<file path="src/rtl/fwd_ctrl_if.sv">
// ID-stage decode fields in, EX-stage operand selects / stall control out.
// WB slot contents exposed for write-after-read visibility.
interface fwd_ctrl_if #(
    parameter int ADDR_W = 5,
    parameter int CNT_W  = 16
);
    logic [ADDR_W-1:0] rs_i;
    logic [ADDR_W-1:0] rt_i;
    logic              rs_use_i;
    logic              rt_use_i;
    logic [ADDR_W-1:0] rd_i;
    logic              regwrite_i;
    logic              memread_i;
    logic              flush_i;
    logic [1:0]        fwA_o;
    logic [1:0]        fwB_o;
    logic              stall_o;
    logic [CNT_W-1:0]  stall_cnt_o;
    logic [ADDR_W-1:0] wb_rd_o;
    logic              wb_we_o;
    logic              wb_mr_o;

    modport master (
        output rs_i, rt_i, rs_use_i, rt_use_i, rd_i, regwrite_i, memread_i, flush_i,
        input  fwA_o, fwB_o, stall_o, stall_cnt_o, wb_rd_o, wb_we_o, wb_mr_o
    );

    modport slave (
        input  rs_i, rt_i, rs_use_i, rt_use_i, rd_i, regwrite_i, memread_i, flush_i,
        output fwA_o, fwB_o, stall_o, stall_cnt_o, wb_rd_o, wb_we_o, wb_mr_o
    );
endinterface

</file>
<file path="src/rtl/fwd_ctrl.sv">
// Forwarding-select and load-use stall generation for the 5-stage pipeline.
// Latency: selects registered in ID, valid for the whole EX cycle; stall_o is combinational.
// Backpressure: stall_o holds PC/IF-ID for one cycle and bubbles EX; flush_i overrides stall.
module fwd_ctrl #(
    parameter int ADDR_W = 5,
    parameter int CNT_W  = 16
) (
    input  logic     clk_i,
    input  logic     rst_i,
    fwd_ctrl_if.slave bus
);

    typedef struct packed {
        logic [ADDR_W-1:0] rd;
        logic              we;
        logic              mr;
    } slot_t;

    localparam slot_t      BUBBLE = '0;
    localparam logic [1:0] SEL_ID = 2'b00;
    localparam logic [1:0] SEL_WB = 2'b01;
    localparam logic [1:0] SEL_EX = 2'b10;

    slot_t            ex_q;
    slot_t            mem_q;
    slot_t            wb_q;
    slot_t            id_slot;
    logic [1:0]       fwa_q;
    logic [1:0]       fwb_q;
    logic [1:0]       fwa_nxt;
    logic [1:0]       fwb_nxt;
    logic [CNT_W-1:0] cnt_q;
    logic             hit_rs;
    logic             hit_rt;
    logic             stall;
    logic             insert_bubble;

    // The younger writer (EX slot) wins over MEM so the most recent value is forwarded.
    function automatic logic [1:0] pick_sel(
        input logic              use_op,
        input logic [ADDR_W-1:0] src,
        input slot_t             ex,
        input slot_t             mem
    );
        logic [1:0] sel;
        sel = SEL_ID;
        if (use_op && ex.we && (ex.rd != '0) && (ex.rd == src)) begin
            sel = SEL_EX;
        end else if (use_op && mem.we && (mem.rd != '0) && (mem.rd == src)) begin
            sel = SEL_WB;
        end
        return sel;
    endfunction

    always_comb begin
        id_slot       = '{rd: bus.rd_i, we: bus.regwrite_i, mr: bus.memread_i};
        hit_rs        = bus.rs_use_i && (bus.rs_i == ex_q.rd);
        hit_rt        = bus.rt_use_i && (bus.rt_i == ex_q.rd);
        stall         = ex_q.mr && ex_q.we && (ex_q.rd != '0) && (hit_rs || hit_rt)
                        && !bus.flush_i;
        insert_bubble = stall || bus.flush_i;
        fwa_nxt       = pick_sel(bus.rs_use_i, bus.rs_i, ex_q, mem_q);
        fwb_nxt       = pick_sel(bus.rt_use_i, bus.rt_i, ex_q, mem_q);
    end

    always_ff @(posedge clk_i or posedge rst_i) begin
        if (rst_i) begin
            ex_q  <= BUBBLE;
            mem_q <= BUBBLE;
            wb_q  <= BUBBLE;
            fwa_q <= SEL_ID;
            fwb_q <= SEL_ID;
            cnt_q <= '0;
        end else begin
            wb_q  <= mem_q;
            mem_q <= ex_q;
            if (insert_bubble) begin
                ex_q  <= BUBBLE;
                fwa_q <= SEL_ID;
                fwb_q <= SEL_ID;
            end else begin
                ex_q  <= id_slot;
                fwa_q <= fwa_nxt;
                fwb_q <= fwb_nxt;
            end
            if (stall && (cnt_q != '1)) begin
                cnt_q <= cnt_q + CNT_W'(1);
            end
        end
    end

    assign bus.fwA_o       = fwa_q;
    assign bus.fwB_o       = fwb_q;
    assign bus.stall_o     = stall;
    assign bus.stall_cnt_o = cnt_q;
    assign bus.wb_rd_o     = wb_q.rd;
    assign bus.wb_we_o     = wb_q.we;
    assign bus.wb_mr_o     = wb_q.mr;

endmodule

</file>
<file path="src/flat_wrapper.sv">
// flat-port wrapper written by rule: the top's interface ports become plain ports
module fwd_ctrl_flat 
#(
    parameter int ADDR_W = 5,
    parameter int CNT_W  = 16
)
  (clk_i, rst_i, bus_rs_i, bus_rt_i, bus_rs_use_i, bus_rt_use_i, bus_rd_i, bus_regwrite_i, bus_memread_i, bus_flush_i, bus_fwA_o, bus_fwB_o, bus_stall_o, bus_stall_cnt_o, bus_wb_rd_o, bus_wb_we_o, bus_wb_mr_o);
  fwd_ctrl_if #(.ADDR_W(ADDR_W), .CNT_W(CNT_W)) bus_i ();
  input  logic clk_i;
  input  logic rst_i;
  input wire logic [$bits(bus_i.rs_i)-1:0] bus_rs_i;
  input wire logic [$bits(bus_i.rt_i)-1:0] bus_rt_i;
  input wire logic [$bits(bus_i.rs_use_i)-1:0] bus_rs_use_i;
  input wire logic [$bits(bus_i.rt_use_i)-1:0] bus_rt_use_i;
  input wire logic [$bits(bus_i.rd_i)-1:0] bus_rd_i;
  input wire logic [$bits(bus_i.regwrite_i)-1:0] bus_regwrite_i;
  input wire logic [$bits(bus_i.memread_i)-1:0] bus_memread_i;
  input wire logic [$bits(bus_i.flush_i)-1:0] bus_flush_i;
  output wire logic [$bits(bus_i.fwA_o)-1:0] bus_fwA_o;
  output wire logic [$bits(bus_i.fwB_o)-1:0] bus_fwB_o;
  output wire logic [$bits(bus_i.stall_o)-1:0] bus_stall_o;
  output wire logic [$bits(bus_i.stall_cnt_o)-1:0] bus_stall_cnt_o;
  output wire logic [$bits(bus_i.wb_rd_o)-1:0] bus_wb_rd_o;
  output wire logic [$bits(bus_i.wb_we_o)-1:0] bus_wb_we_o;
  output wire logic [$bits(bus_i.wb_mr_o)-1:0] bus_wb_mr_o;
  assign bus_i.rs_i = bus_rs_i;
  assign bus_i.rt_i = bus_rt_i;
  assign bus_i.rs_use_i = bus_rs_use_i;
  assign bus_i.rt_use_i = bus_rt_use_i;
  assign bus_i.rd_i = bus_rd_i;
  assign bus_i.regwrite_i = bus_regwrite_i;
  assign bus_i.memread_i = bus_memread_i;
  assign bus_i.flush_i = bus_flush_i;
  assign bus_fwA_o = bus_i.fwA_o;
  assign bus_fwB_o = bus_i.fwB_o;
  assign bus_stall_o = bus_i.stall_o;
  assign bus_stall_cnt_o = bus_i.stall_cnt_o;
  assign bus_wb_rd_o = bus_i.wb_rd_o;
  assign bus_wb_we_o = bus_i.wb_we_o;
  assign bus_wb_mr_o = bus_i.wb_mr_o;
  fwd_ctrl #(.ADDR_W(ADDR_W), .CNT_W(CNT_W)) u_core (.clk_i(clk_i), .rst_i(rst_i), .bus(bus_i));
endmodule
</file>
<file path="config.mk">
export PLATFORM = sky130hd
export DESIGN_NAME = fwd_ctrl_flat
export DESIGN_NICKNAME = d
export VERILOG_FILES = /design/src/rtl/fwd_ctrl_if.sv /design/src/rtl/fwd_ctrl.sv /design/src/flat_wrapper.sv
export SDC_FILE = /design/constraint.sdc
export NUM_CORES = 1
export LEC_CHECK = 0
export ABC_CLOCK_PERIOD_IN_PS = 2600
export BUFFER_PORTS_ARGS = -buffer_cell sky130_fd_sc_hd__buf_4
export CAP_MARGIN = 10
export CORE_MARGIN = 2
export CORE_UTILIZATION = 33
export DETAILED_ROUTE_END_ITERATION = 6
export GPL_TIMING_DRIVEN = 0
export HOLD_SLACK_MARGIN = 0.05
export PLACE_DENSITY = 0.6
export SLEW_MARGIN = 15
export SYNTH_ARGS = -nofsm -noshare
export SYNTH_HDL_FRONTEND = slang
export SYNTH_SLANG_ARGS = --single-unit
</file>
<file path="constraint.sdc">
create_clock -name clk_i -period 2.6 [get_ports clk_i]
set_clock_uncertainty 0.05 [all_clocks]
set_input_delay 0.39 -clock clk_i [delete_from_list [all_inputs] [get_ports clk_i]]
set_output_delay 0.39 -clock clk_i [all_outputs]
set_load 0.01 [all_outputs]
</file>
==> flow_summary.ini <==
[critical_path]
critical_path.cell_chain = or4_1 -> o21a_1 -> and2_1 -> and3_1 -> buf_4
required_time_at_the_worst_slack_endpoint_ns = 2.16
cp-end-kind = primary output
arrival_ns = 2.04
critical_path.slowest_cell = or4_1
worstSetupStartpoint = u_core.ex_q[3]
critical-path-max-stage-delay_ns = 0.56
crit_path_max_fanout = 4
reg2reg_slack_ns = 0.46
worstRegToRegCells = 7
critical_path.reg2reg.startpoint = u_core.ex_q[3]
crit_type = flop to primary output
critPathLaunchType = flop
cp_num_buf_inv = 1
regToRegEndpoint = u_core.bus.stall_cnt_o[9]
critPathTopFamily = simple AND/OR/NAND/NOR gates

[power_and_ir_drop]
internal_power_mw = 0.887
switching_share_pct = 22.6
largest_vdd_supply_drop_mv = 0.156
seqPwrFrac_pct = 58.7
power.clock.fraction_pct = 32.1
switchingPower_mw = 0.259
cellPowerDensity_mw_per_mm2 = 491
total_leakage_power_nw = 1.12
total_power_mw = 1.15
power.combinational.fraction_pct = 9.2

[route]
vias_per_cell = 4.72
route.antenna.remaining_nets = 0
remaining_drc_errors = 0
routed_wl_um = 3610
detail_routed_net_length_per_standard_cell_um = 13.2
drt_iter0_drc = 65
detailedRoute.firstPassIterationCount = 4
total_via_count_after_detailed_routing = 1288

[layout]
postLayoutCoreUtil_pct = 45.5
final_cells = 273
antenna_cells = 0
numnets_final = 227
fill_cells = 523
drive_gt1_share_pct = 31.5
layout-area-overhead-vs-synth_pct = 31.5
layout_common_cells = buf_4, dfrtp_1, xor2_1
final_common_cell = buf_4
design_area_final_mm2 = 0.00234

[global_routing]
gr_usage_total_pct = 13.4
first_global_vias = 1329
grt_max_degree = 33
grt_antenna_before_repair = 0
grt_first_pass_wirelength_um = 6320
overflow = 0

[cts]
post_cts.repair.setup_buffers = 0
numClockSinks = 41
htree_num_levels = 2
clock_insertion_delay_worst_skew_ns = 0.28
clock_pin_slew_on_the_worst_setup_and_hold_paths_ns = 0.07
tritoncts = done
clock_path_buffers = 2
clockRootBuffer = clkbuf_8
cts_buffers = 5

[timing]
final_min_period_over_clock_period_pct = 95.2
hold_ws_ns = 0.247
grt_setup_unrepaired = false
postLayoutSetupSlackWorst_ns = 0.124
final-setup-viol-count = 0
timing.slew.headroom_pct = 67.1
maxSlewViolCount = 0
period_minus_slack_ns = 2.48
number_of_hold_violations_in_the_final_report = 0
timing.fmax_mhz = 404
timing_worst_slew_pin_value_ns = 0.488
setup_total_negative_slack_ns = 0

[min_path]
hp-class = primary input to flop
timing.hold.worst_endpoint = u_core.bus.fwA_o[1]
timing.hold.worst.start = bus_flush_i
worstHoldPathCells = 2

[synth]
yosys_register_bits = 41
synth_area_leaders = dfrtp_1, xor2_1, xnor2_1, and2_1, nand4_1
syn_avg_cell_area_um2 = 12.2
synth_simple_gate_area_share_pct = 17.7
seq_area_frac_synth_pct = 57.7
synth_async_sr_flop_share_pct = 100
synth-main-ff-cell = dfrtp_1
synth-compound-area-share_pct = 4.93
synth.cell_area_mm2 = 0.00178
synth_adder_area_share_pct = 0.704
postSynthCellCount = 146
yosys_warnings = 0
xor_xnor_cell_area_share_of_the_yosys_netlist_pct = 16.3
count_of_flip_flops_with_a_built_in_enable_after_synthesis = 0
synth.top_cell.area_share_pct = 57.7
synth.mux.area_fraction_pct = 1.90
main_combinational_cell_family_by_area_after_synthesis = simple AND/OR/NAND/NOR gates
synth_cell_types = 28
synth_nets = 169
netlist.top_cell.by_area = dfrtp_1

[floorplanning]
total_die_area_mm2 = 0.00599
floorplan.io_pins = 50
rows = 26
die_y_um = 77.4
die-width_um = 77.4
core_mm2 = 0.00514
start_util_pct = 34.6

[place]
place.detailed.instances = 266
place.port_buffers = 49
placed_cell_areas_mm2 = 0.00225
place_congestion = 0.780
dp_hpwl_um = 2810
detailedPlace.worstSlack_ns = 0.368

[status]
outcome = completed

[run]
max_cap_viol_count = 0
[registers in the layout, indices dropped and copies added (netlist names)]
signal                  cells
u_core.bus.wb_we_o          1
u_core.bus.wb_mr_o          1
u_core.bus.stall_cnt_o     16
u_core.bus.fwB_o            2
u_core.mem_q                7
u_core.bus.wb_rd_o          5
u_core.ex_q                 7
u_core.bus.fwA_o            2
[worst max-delay path by stage]
stage                            endpoint  slack, ns  cells past startpoint
2_1_floorplan                 bus_stall_o       0.65                      4
3_3_place_gp   u_core.bus.stall_cnt_o[14]       0.39                      7
3_5_place_dp    u_core.bus.stall_cnt_o[3]       0.37                      8
4_1_cts                       bus_stall_o       0.12                      5
5_1_grt                       bus_stall_o       0.03                      6
6_report                      bus_stall_o       0.12                      5
[repair_timing]
item	in CTS	in global routing
gates resized for setup	0	0
hold buffers	1	0
endpoints found under the setup margin	0	0
hold endpoints to repair	9	0
[cell families (layout without fill, tap and decap cells)]
kind of cell / count (synthesis) / in the layout
flip-flops: 41 / 41
XOR/XNOR: 33 / 33
AND/OR/NAND/NOR: 54 / 54
AO/OA/AOI/OAI: 11 / 11
adder cells (fa/ha/maj): 1 / 1
multiplexers: 3 / 3
buffers and inverters: 3 / 60
[power by group through the flow]
stage	registers (mW)	logic, mW	clock network (mW)
CTS	0.673	0.108	0.388
floorplan	0.684	0.0480	0
detailed placement	0.685	0.106	0
global placement	0.685	0.102	0
global route	0.676	0.117	0.419
finish	0.673	0.105	0.368
[cell usage after synthesis (all sizes together) (2+ instances only)]
cell type,instances
a211oi,4
and2,9
and3,5
dfrtp,41
inv,2
mux2,3
nand2,9
nand3,9
nand4,8
nor2,3
nor4,6
o2111ai,2
o21ai,2
or4,2
xnor2,16
xor2,17
[per-layer routing]
layer	part of all wire [%]	track usage, %	vias up	routed length [µm]
met4	2.4	5.71	0	86
met5	0	0	-	0
met2	47	21.0	34	1680
li1	-	-	628	-
met3	3.9	3.95	10	141
met1	47	17.2	616	1700
[layout make-up]
class	instances	area, µm²	share of cell area (%)
repair buffers	51	398	17.0
clock inverters	1	5.00	0.214
well taps	70	87.6	3.75
flip-flops and latches	41	1030	43.9
clock buffers	5	68.8	2.94
plain buffers	1	7.51	0.321
multi-input cells	102	737	31.5
inverters	2	7.51	0.321
Note: power is estimated with default switching activity, not from simulation.
